### src/rtl/nibble_serial_subtractor_pkg.sv
//------------------------------------------------------------------------------
// Module   : sub_pkg
// Purpose  : Shared types and helpers for the nibble-serial subtractor.
// Revision : 1.0 - initial release
//------------------------------------------------------------------------------
`default_nettype none

package sub_pkg;

    // Width of one processing slice.
    localparam int NIB_W = 4;

    // Control states of the serial subtractor.
    typedef enum logic [1:0] {
        IDLE = 2'd0,
        RUN  = 2'd1,
        DONE = 2'd2
    } state_e;

    // Ceiling log2, never less than 1 so a counter always has at least one bit.
    function automatic int clog2(input int value);
        int r;
        r = 1;
        for (int i = 1; i < 31; i++) begin
            if ((1 << i) < value) begin
                r = i + 1;
            end
        end
        return r;
    endfunction

endpackage

`default_nettype wire

### src/rtl/nibble_serial_subtractor_slice.sv
//------------------------------------------------------------------------------
// Module   : borrow_look_ahead_slice
// Purpose  : Combinational 4-bit subtract slice, {bout,d} = a - b - bin,
//            with all internal borrows computed by lookahead.
// Revision : 1.0 - initial release
//------------------------------------------------------------------------------
`default_nettype none

module borrow_look_ahead_slice
    import sub_pkg::*;
(
    input  logic [NIB_W-1:0] a,
    input  logic [NIB_W-1:0] b,
    input  logic             bin,
    output logic [NIB_W-1:0] d,
    output logic             bout
);

    logic [NIB_W-1:0] w_g;   // bit generates a borrow
    logic [NIB_W-1:0] w_p;   // bit propagates an incoming borrow
    logic [NIB_W:0]   w_c;   // borrow into each bit, w_c[4] is the slice borrow-out

    assign w_g = ~a & b;
    assign w_p = ~(a ^ b);

    // Flattened lookahead equations: every borrow depends only on g/p and bin.
    always_comb begin
        w_c[0] = bin;
        w_c[1] = w_g[0] | (w_p[0] & bin);
        w_c[2] = w_g[1] | (w_p[1] & w_g[0]) | (w_p[1] & w_p[0] & bin);
        w_c[3] = w_g[2] | (w_p[2] & w_g[1]) | (w_p[2] & w_p[1] & w_g[0])
               | (w_p[2] & w_p[1] & w_p[0] & bin);
        w_c[4] = w_g[3] | (w_p[3] & w_g[2]) | (w_p[3] & w_p[2] & w_g[1])
               | (w_p[3] & w_p[2] & w_p[1] & w_g[0])
               | (w_p[3] & w_p[2] & w_p[1] & w_p[0] & bin);
    end

    assign d    = a ^ b ^ w_c[NIB_W-1:0];
    assign bout = w_c[NIB_W];

endmodule

`default_nettype wire

### src/rtl/nibble_serial_subtractor.sv
//------------------------------------------------------------------------------
// Module   : nibble_serial_subtractor
// Purpose  : Multi-cycle unsigned subtractor, diff = a - b - bin, one nibble
//            per clock LSB first, behind valid/ready handshakes.
// Options  : SIGNED_OVERFLOW_EN adds a registered two's-complement ovf output.
// Revision : 1.0 - initial release
//------------------------------------------------------------------------------
`default_nettype none

module nibble_serial_subtractor
    import sub_pkg::*;
#(
    parameter int WIDTH = 16
) (
    input  logic             clk,
    input  logic             rst_n,
    input  logic             in_valid,
    output logic             in_ready,
    input  logic [WIDTH-1:0] a,
    input  logic [WIDTH-1:0] b,
    input  logic             bin,
    output logic             out_valid,
    input  logic             out_ready,
    output logic [WIDTH-1:0] diff,
    output logic             bout,
`ifdef SIGNED_OVERFLOW_EN
    output logic             ovf,
`endif
    output logic             zero
);

    localparam int NIB   = WIDTH / NIB_W;
    localparam int IDX_W = clog2(NIB);
    localparam logic [IDX_W-1:0] LAST_IDX = IDX_W'(NIB - 1);

    generate
        if ((WIDTH % NIB_W) != 0 || WIDTH < NIB_W) begin : g_bad_width
            $error("nibble_serial_subtractor: WIDTH must be a multiple of 4 and >= 4");
        end
    endgenerate

    state_e           state_q,  state_d;
    logic [IDX_W-1:0] idx_q,    idx_d;
    logic [WIDTH-1:0] a_q,      a_d;
    logic [WIDTH-1:0] b_q,      b_d;
    logic             brw_q,    brw_d;
    logic [WIDTH-1:0] shadow_q, shadow_d;
    logic [WIDTH-1:0] diff_q,   diff_d;
    logic             bout_q,   bout_d;
    logic             zero_q,   zero_d;
`ifdef SIGNED_OVERFLOW_EN
    logic             ovf_q,    ovf_d;
`endif

    logic [IDX_W+1:0] w_bit_idx;
    logic [NIB_W-1:0] w_slice_d;
    logic             w_slice_bout;

    // Bit offset of the nibble currently being processed.
    assign w_bit_idx = {idx_q, 2'b00};

    borrow_look_ahead_slice u_slice (
        .a    (a_q[w_bit_idx +: NIB_W]),
        .b    (b_q[w_bit_idx +: NIB_W]),
        .bin  (brw_q),
        .d    (w_slice_d),
        .bout (w_slice_bout)
    );

    // Next-state and datapath: capture in IDLE, one nibble per RUN cycle,
    // publish the completed shadow result only when entering DONE.
    always_comb begin
        state_d  = state_q;
        idx_d    = idx_q;
        a_d      = a_q;
        b_d      = b_q;
        brw_d    = brw_q;
        shadow_d = shadow_q;
        diff_d   = diff_q;
        bout_d   = bout_q;
        zero_d   = zero_q;
`ifdef SIGNED_OVERFLOW_EN
        ovf_d    = ovf_q;
`endif
        case (state_q)
            IDLE: begin
                if (in_valid) begin
                    a_d      = a;
                    b_d      = b;
                    brw_d    = bin;
                    idx_d    = '0;
                    shadow_d = '0;
                    state_d  = RUN;
                end
            end
            RUN: begin
                shadow_d[w_bit_idx +: NIB_W] = w_slice_d;
                brw_d = w_slice_bout;
                idx_d = idx_q + 1'b1;
                if (idx_q == LAST_IDX) begin
                    idx_d   = '0;
                    diff_d  = shadow_d;
                    bout_d  = w_slice_bout;
                    zero_d  = (shadow_d == '0);
`ifdef SIGNED_OVERFLOW_EN
                    ovf_d   = (a_q[WIDTH-1] != b_q[WIDTH-1]) &&
                              (shadow_d[WIDTH-1] != a_q[WIDTH-1]);
`endif
                    state_d = DONE;
                end
            end
            DONE: begin
                if (out_ready) begin
                    state_d = IDLE;
                end
            end
            default: begin
                state_d = IDLE;
            end
        endcase
    end

    // State and datapath registers; reset aborts any operation in flight.
    always_ff @(posedge clk or negedge rst_n) begin
        if (!rst_n) begin
            state_q  <= IDLE;
            idx_q    <= '0;
            a_q      <= '0;
            b_q      <= '0;
            brw_q    <= 1'b0;
            shadow_q <= '0;
            diff_q   <= '0;
            bout_q   <= 1'b0;
            zero_q   <= 1'b0;
`ifdef SIGNED_OVERFLOW_EN
            ovf_q    <= 1'b0;
`endif
        end else begin
            state_q  <= state_d;
            idx_q    <= idx_d;
            a_q      <= a_d;
            b_q      <= b_d;
            brw_q    <= brw_d;
            shadow_q <= shadow_d;
            diff_q   <= diff_d;
            bout_q   <= bout_d;
            zero_q   <= zero_d;
`ifdef SIGNED_OVERFLOW_EN
            ovf_q    <= ovf_d;
`endif
        end
    end

    assign in_ready  = (state_q == IDLE);
    assign out_valid = (state_q == DONE);
    assign diff      = diff_q;
    assign bout      = bout_q;
    assign zero      = zero_q;
`ifdef SIGNED_OVERFLOW_EN
    assign ovf       = ovf_q;
`endif

endmodule

`default_nettype wire

### config.mk
export PLATFORM = sky130hd
export DESIGN_NAME = nibble_serial_subtractor
export DESIGN_NICKNAME = d
export VERILOG_FILES = /design/src/rtl/nibble_serial_subtractor_pkg.sv /design/src/rtl/nibble_serial_subtractor_slice.sv /design/src/rtl/nibble_serial_subtractor.sv
export SDC_FILE = /design/constraint.sdc
export NUM_CORES = 1
export LEC_CHECK = 0
export CORE_AREA = 2 2 84 86
export CTS_CLUSTER_SIZE = 8
export DETAILED_ROUTE_END_ITERATION = 8
export DIE_AREA = 0 0 86 88
export GPL_TIMING_DRIVEN = 0
export PLACE_DENSITY = 0.77
export SYNTH_ARGS = -nofsm -noshare
export SYNTH_HDL_FRONTEND = slang
export SYNTH_SLANG_ARGS = --single-unit
### constraint.sdc
create_clock -name clk -period 4.4 [get_ports clk]
set_clock_uncertainty 0.15 [all_clocks]
set_input_delay 0.66 -clock clk [delete_from_list [all_inputs] [get_ports clk]]
set_output_delay 0.66 -clock clk [all_outputs]
set_load 0.02 [all_outputs]
==> results.toml <==
[outcome]
status = "finished clean"

[global_routing]
grt-ovfl-total = 0
grt_pass1_wl_um = 12700
antenna_found_initial = 0
track_usage_pct = 22.1
grt_pass1_vias = 2676
grt_max_degree = 72

[logic_synthesis]
yosysSeqAreaShare_pct = 52.1
syn-num-nets = 396
async_reset_ff_share_pct = 100
ys_ff_latch = 71
synth_area_leaders = "dfrtp_1 (52%), nand2_1 (12%), mux4_2 (5.3%)"
synth.distinct_cells = 45
ys_warn_count = 0
synth_edf_count = 0
synth_top_area_share_pct = 52.1
synthCells = 348
synth_ff_type = "dfrtp_1"
syn_area_mm2 = 0.00341
yosysTopAreaCell = "dfrtp_1"
syn_area_per_cell_um2 = 9.80

[power_and_ir_drop]
powerDensity_mw_per_mm2 = 881
p_leak_nw = 2.03
peakVddDrop_mv = 0.371

[worst_setup_path]
cp_num_buf_inv = 2
worst-path-max-fanout = 10
arrival_ps = 3640
critPathCaptureType = "register"
slowest_delay_ps = 550
crit_type = "register to register"
cp_cell_sequence = "buf_2, mux4_2, inv_1, ha_1, a211o_1, a31oi_1, xor2_1, and2_2, a22o_1"
cp_slowest_cell = "mux4_2"
critPathTopFamily = "compound AO/OA/AOI/OAI gates"
critPathLaunchType = "register"
cp_data_required_time_ps = 4540

[detailed_routing]
wl_per_cell_um = 15.3
first_pass_iters = 4
wl_met1_um = 3360
viasPerCell = 5.39
ant_nets = 0
top_layer = "met4"
wirelength_um = 7660
via_count = 2695
drt_iter0_markers = 190
remaining_drc_errors = 0
wl_met3_um = 342
met2_length_um = 3810

[place]
portBuffers = 56
hpwl_um = 5610
place_inst = 484
gp_congestion = 0.936

[sta]
rsz0062_at_grt = "false"
fmax_ghz = 0.285
totalNegativeSetupSlack_ps = 0
min_period_ps = 3500
holdWs_ps = 271
fin_crit_sh_pct = 79.6
maxSlewViolCount = 0
worstMarginPinSlew_ps = 881
relSlewSlack_pct = 41.3
finalSetupViolations = 0
finalHoldViolCount = 0

[final_layout]
layout.cells.non_filler = 500
area_delta_synth_final_pct = 26.8
n_fill_cell = 571
nets = 463
drive_gt1_share_pct = 7.86
antenna_cells = 0

[clocking]
cts_tree = "done"
clock_path_buffers = 2
cts-htree-levels = 3
cts_made_buffers = 9
cts_root_buffer = "clkbuf_8"
cts.clk_slew.worst_paths_ps = 80
clk_latency_ps = 350
post_cts_buffers = 0
cts_sinks = 71
postCtsHoldBufs = 0
cts_resized = 0

[die]
core_mm2 = 0.00664
rows = 30
ioPinCount = 57
die_x_um = 86
die_area_mm2 = 0.00757
start_util_pct = 51.3
die_y_um = 88

[job]
cap_viol_max_count = 0

[min_path]
hp-class = "input port to async pin"
-- area by class of cell --
cell class / instances / area, um2 / area share [%]
Inverter: 12 / 45.0 / 1.04
Tap cell: 80 / 100 / 2.32
Buffer: 17 / 73.8 / 1.71
Timing Repair Buffer: 56 / 558 / 12.9
Clock inverter: 5 / 104 / 2.40
Sequential cell: 71 / 1780 / 41.1
Clock buffer: 11 / 151 / 3.50
Multi-Input combinational cell: 248 / 1510 / 35.0
-- per-stage QoR --
stage	cell area [um2]	util, %	total power (W)	worst slack (ps)
final	4320	65.1	0.00381	897
after global routing	4320	65.1	0.00411	650
after CTS	4320	65.1	0.00383	826
after detailed placement	4070	61.2	0.00318	839
after global placement	4070	61.3	0.00311	188
after floorplan	3410	-	0.00251	1380
-- routing by layer --
metal  up-vias  GRT usage, %
met2        67          36.4
met4         0          10.1
li1       1321             -
met5         -             0
met1      1292          28.2
met3        15          4.71
-- cell usage after synthesis (7+ instances only) --
library cell / number
mux4_2: 8
a221oi_1: 8
and2_1: 7
o21ai_0: 16
ha_1: 10
clkbuf_1: 14
dfrtp_1: 71
nand2_1: 109
nor2_1: 26
a22o_1: 13
inv_1: 12
-- registers in the layout, summed over array words and instances, names as in the netlist --
signal	flops
a_q	16
bout	1
zero	1
b_q	16
idx_q	2
diff	16
state_q	2
brw_q	1
shadow_q	16
-- report_power, final --
part / switching, W / internal (W)
clock network: 0.000246 / 0.000408
logic: 0.00121 / 0.000828
registers: 0.000173 / 0.000939
-- cell families after synthesis --
group / after synthesis / synth area share (%)
buf+inv: 29 / 3.49
simple gates: 166 / 21.1
fa+ha+maj: 11 / 4.26
flops: 71 / 52.1
mux: 8 / 5.28
xor+xnor: 5 / 1.28
compound gates: 58 / 12.5
-- final timing paths --
check                                      from                       end  slack, ps  cells past startpoint
min in group clk             b_q[1]$_DFFE_PN0P_        b_q[1]$_DFFE_PN0P_        320                      2
max in group asynchronous                 rst_n   shadow_q[2]$_DFFE_PN0P_       3240                      1
min                                       rst_n  shadow_q[12]$_DFFE_PN0P_        270                      1
max                        idx_q[0]$_DFFE_PN0P_   shadow_q[3]$_DFFE_PN0P_        900                      9
max reg2reg                idx_q[0]$_DFFE_PN0P_   shadow_q[3]$_DFFE_PN0P_        900                      9
min reg2reg                  b_q[1]$_DFFE_PN0P_        b_q[1]$_DFFE_PN0P_        320                      2
-- worst register-to-register path: cells and delay by family, from the launching register on --
family                   cells  cell delay [ps]
buffers and inverters        2              480
XOR/XNOR                     1              460
AO/OA/AOI/OAI                3              770
multiplexers                 1              560
adder cells (fa/ha/maj)      1              240
flip-flops                   1              490
AND/OR/NAND/NOR              1              290
-- cell usage in the layout, fill, tap and decap left out, drive strengths merged, types with 10 or more instances in the layout --
cell	n
nand2	109
dfrtp	71
clkdlybuf4s50	55
nor2	26
clkbuf	25
o21ai	16
a22o	13
inv	12
ha	10
Note: power is estimated with default switching activity, not from simulation.
==> RTL edit, RTL diff (same settings) <==
Take the reset off `a_q` and `b_q` and load them in a clocked block of their own.
--- a/src/rtl/nibble_serial_subtractor.sv
+++ b/src/rtl/nibble_serial_subtractor.sv
@@ -125,8 +125,6 @@
         if (!rst_n) begin
             state_q  <= IDLE;
             idx_q    <= '0;
-            a_q      <= '0;
-            b_q      <= '0;
             brw_q    <= 1'b0;
             shadow_q <= '0;
             diff_q   <= '0;
@@ -138,8 +136,6 @@
         end else begin
             state_q  <= state_d;
             idx_q    <= idx_d;
-            a_q      <= a_d;
-            b_q      <= b_d;
             brw_q    <= brw_d;
             shadow_q <= shadow_d;
             diff_q   <= diff_d;
@@ -149,6 +145,11 @@
             ovf_q    <= ovf_d;
 `endif
         end
+    end
+
+    always_ff @(posedge clk) begin
+        a_q <= a_d;
+        b_q <= b_d;
     end
 
     assign in_ready  = (state_q == IDLE);
Function: same outputs for any inputs over 10 cycles, from zero or initial values and one cycle with rst_n low; that may be too few to reach the edited logic, so the function may still have changed.
==> RTL edit against the unedited design <==
  * Total power fell by 16%
  * Routed wire length fell by 14%
  * Final area fell by 5.9%
  * Worst setup slack improved by 0.26 ns
  * Combinational power shrank 21%
  * Sequential cell count stayed put
  * Area after synthesis shrank 6.3%
==> RTL edit: results (changes against the unedited design) <==
metric,value,unit,change
worst skew pair latency,0.35,ns,about the same
clk buf depth,2,,unchanged
largest net degree at the start of global routing,40,,was 72
Synth area leaders,"dfrtp_1, edfxtp_1, mux4_2, o21ai_0, nor2_1",,"was dfrtp_1, nand2_1, mux4_2, ha_1, a22o_1"
placed wire-length estimate,4800,um,was 5610 um
1st-iter DRT viols,162,,was 190
CP endpoint,zero,,was shadow_q[3]
Static Leakage,0.00164,uW,was 0.00203 uW
CP max stage delay,0.58,ns,was 0.55 ns
GRT Util Overall,0.189,,was 0.221
Async SR Flop Fraction,0.549,,was 1.00
layout cells sized above 1,0.108,,was 0.0786
first-pass GRT wire length,10800,um,was 12700 um
GR Layer Usage met2,0.334,,was 0.364
met1 Resource Use GR,0.216,,was 0.282
vias after detailed routing,2273,,was 2695
"EDFF count, synth",32,,was 0
met1 wire length,2710,um,was 3360 um
VDD IR-drop max,0.323,mV,was 0.371 mV
GRT met3 Usage,0.0368,,was 0.0471
fill count,563,,was 571
ClkCell Share,0.0535,,was 0.0590
clock buf count,12,,was 11
routed wl met3,470,um,was 342 um
CTS Root Cell,clkbuf_8,,unchanged
nets,377,,was 463
"Seq/Total Area, Yosys",0.606,,was 0.521
area of the multi-input gates,1160,um^2,was 1510 um^2
Plain + repair buffers,65,,was 73
crit path DAT,3.34,ns,was 3.64 ns
clk slew on worst S/H paths,0.08,ns,about the same
number of global-route vias before repair,2339,,was 2676
synth warn,0,,unchanged
Synth cell types,45,,unchanged
R2R depth,9,,unchanged
non-clk buf share,0.148,,was 0.146
TritonRoute pass-1 iters,4,,unchanged
htree depth,3,,unchanged
Syn Nets,310,,was 396
WL per Instance,15.9,um,was 15.3 um
register area,1940,um^2,was 1780 um^2
worst slew pin tran,1.14,ns,was 0.881 ns
GP Congestion,0.875,,was 0.936
routed wl met2,3270,um,was 3810 um
multi-input combinational gate total,167,,was 248
status,"complete, no violations",,unchanged
flop-to-flop setup slack,1.16,ns,was 0.90 ns
invs w/o clock,15,,was 12
synth cell count leaders,"dfrtp_1, nor2_1, edfxtp_1, o21ai_0, nand2_1",,"was nand2_1, dfrtp_1, nor2_1"
[RTL edit: cells by family after synthesis]
group | Yosys count | share of synthesized area
AO/OA/AOI/OAI | 58 | 0.115
AND/OR/NAND/NOR | 81 | 0.119
buffers and inverters | 24 | 0.0317
flip-flops | 71 | 0.606
adder cells (fa/ha/maj) | 11 | 0.0454
multiplexers | 10 | 0.0631
XOR/XNOR | 7 | 0.0192
[RTL edit: metrics by stage]
step / cell area (um^2) / instances / worst slack, ns / hold slack, ns
4_1_cts: 4070 / 414 / 1.14 / 0.294
2_1_floorplan: 3190 / 262 / 1.58 / 0.214
6_report: 4070 / 414 / 1.16 / 0.276
3_5_place_dp: 3850 / 398 / 1.14 / 0.316
5_1_grt: 4070 / 414 / 0.913 / 0.341
3_3_place_gp: 3850 / 398 / 1.22 / 0.311
[RTL edit: power breakdown]
| part | switching (uW) | internal (uW) |
|---|---|---|
| registers | 107 | 916 |
| logic | 971 | 641 |
| clock network | 248 | 312 |
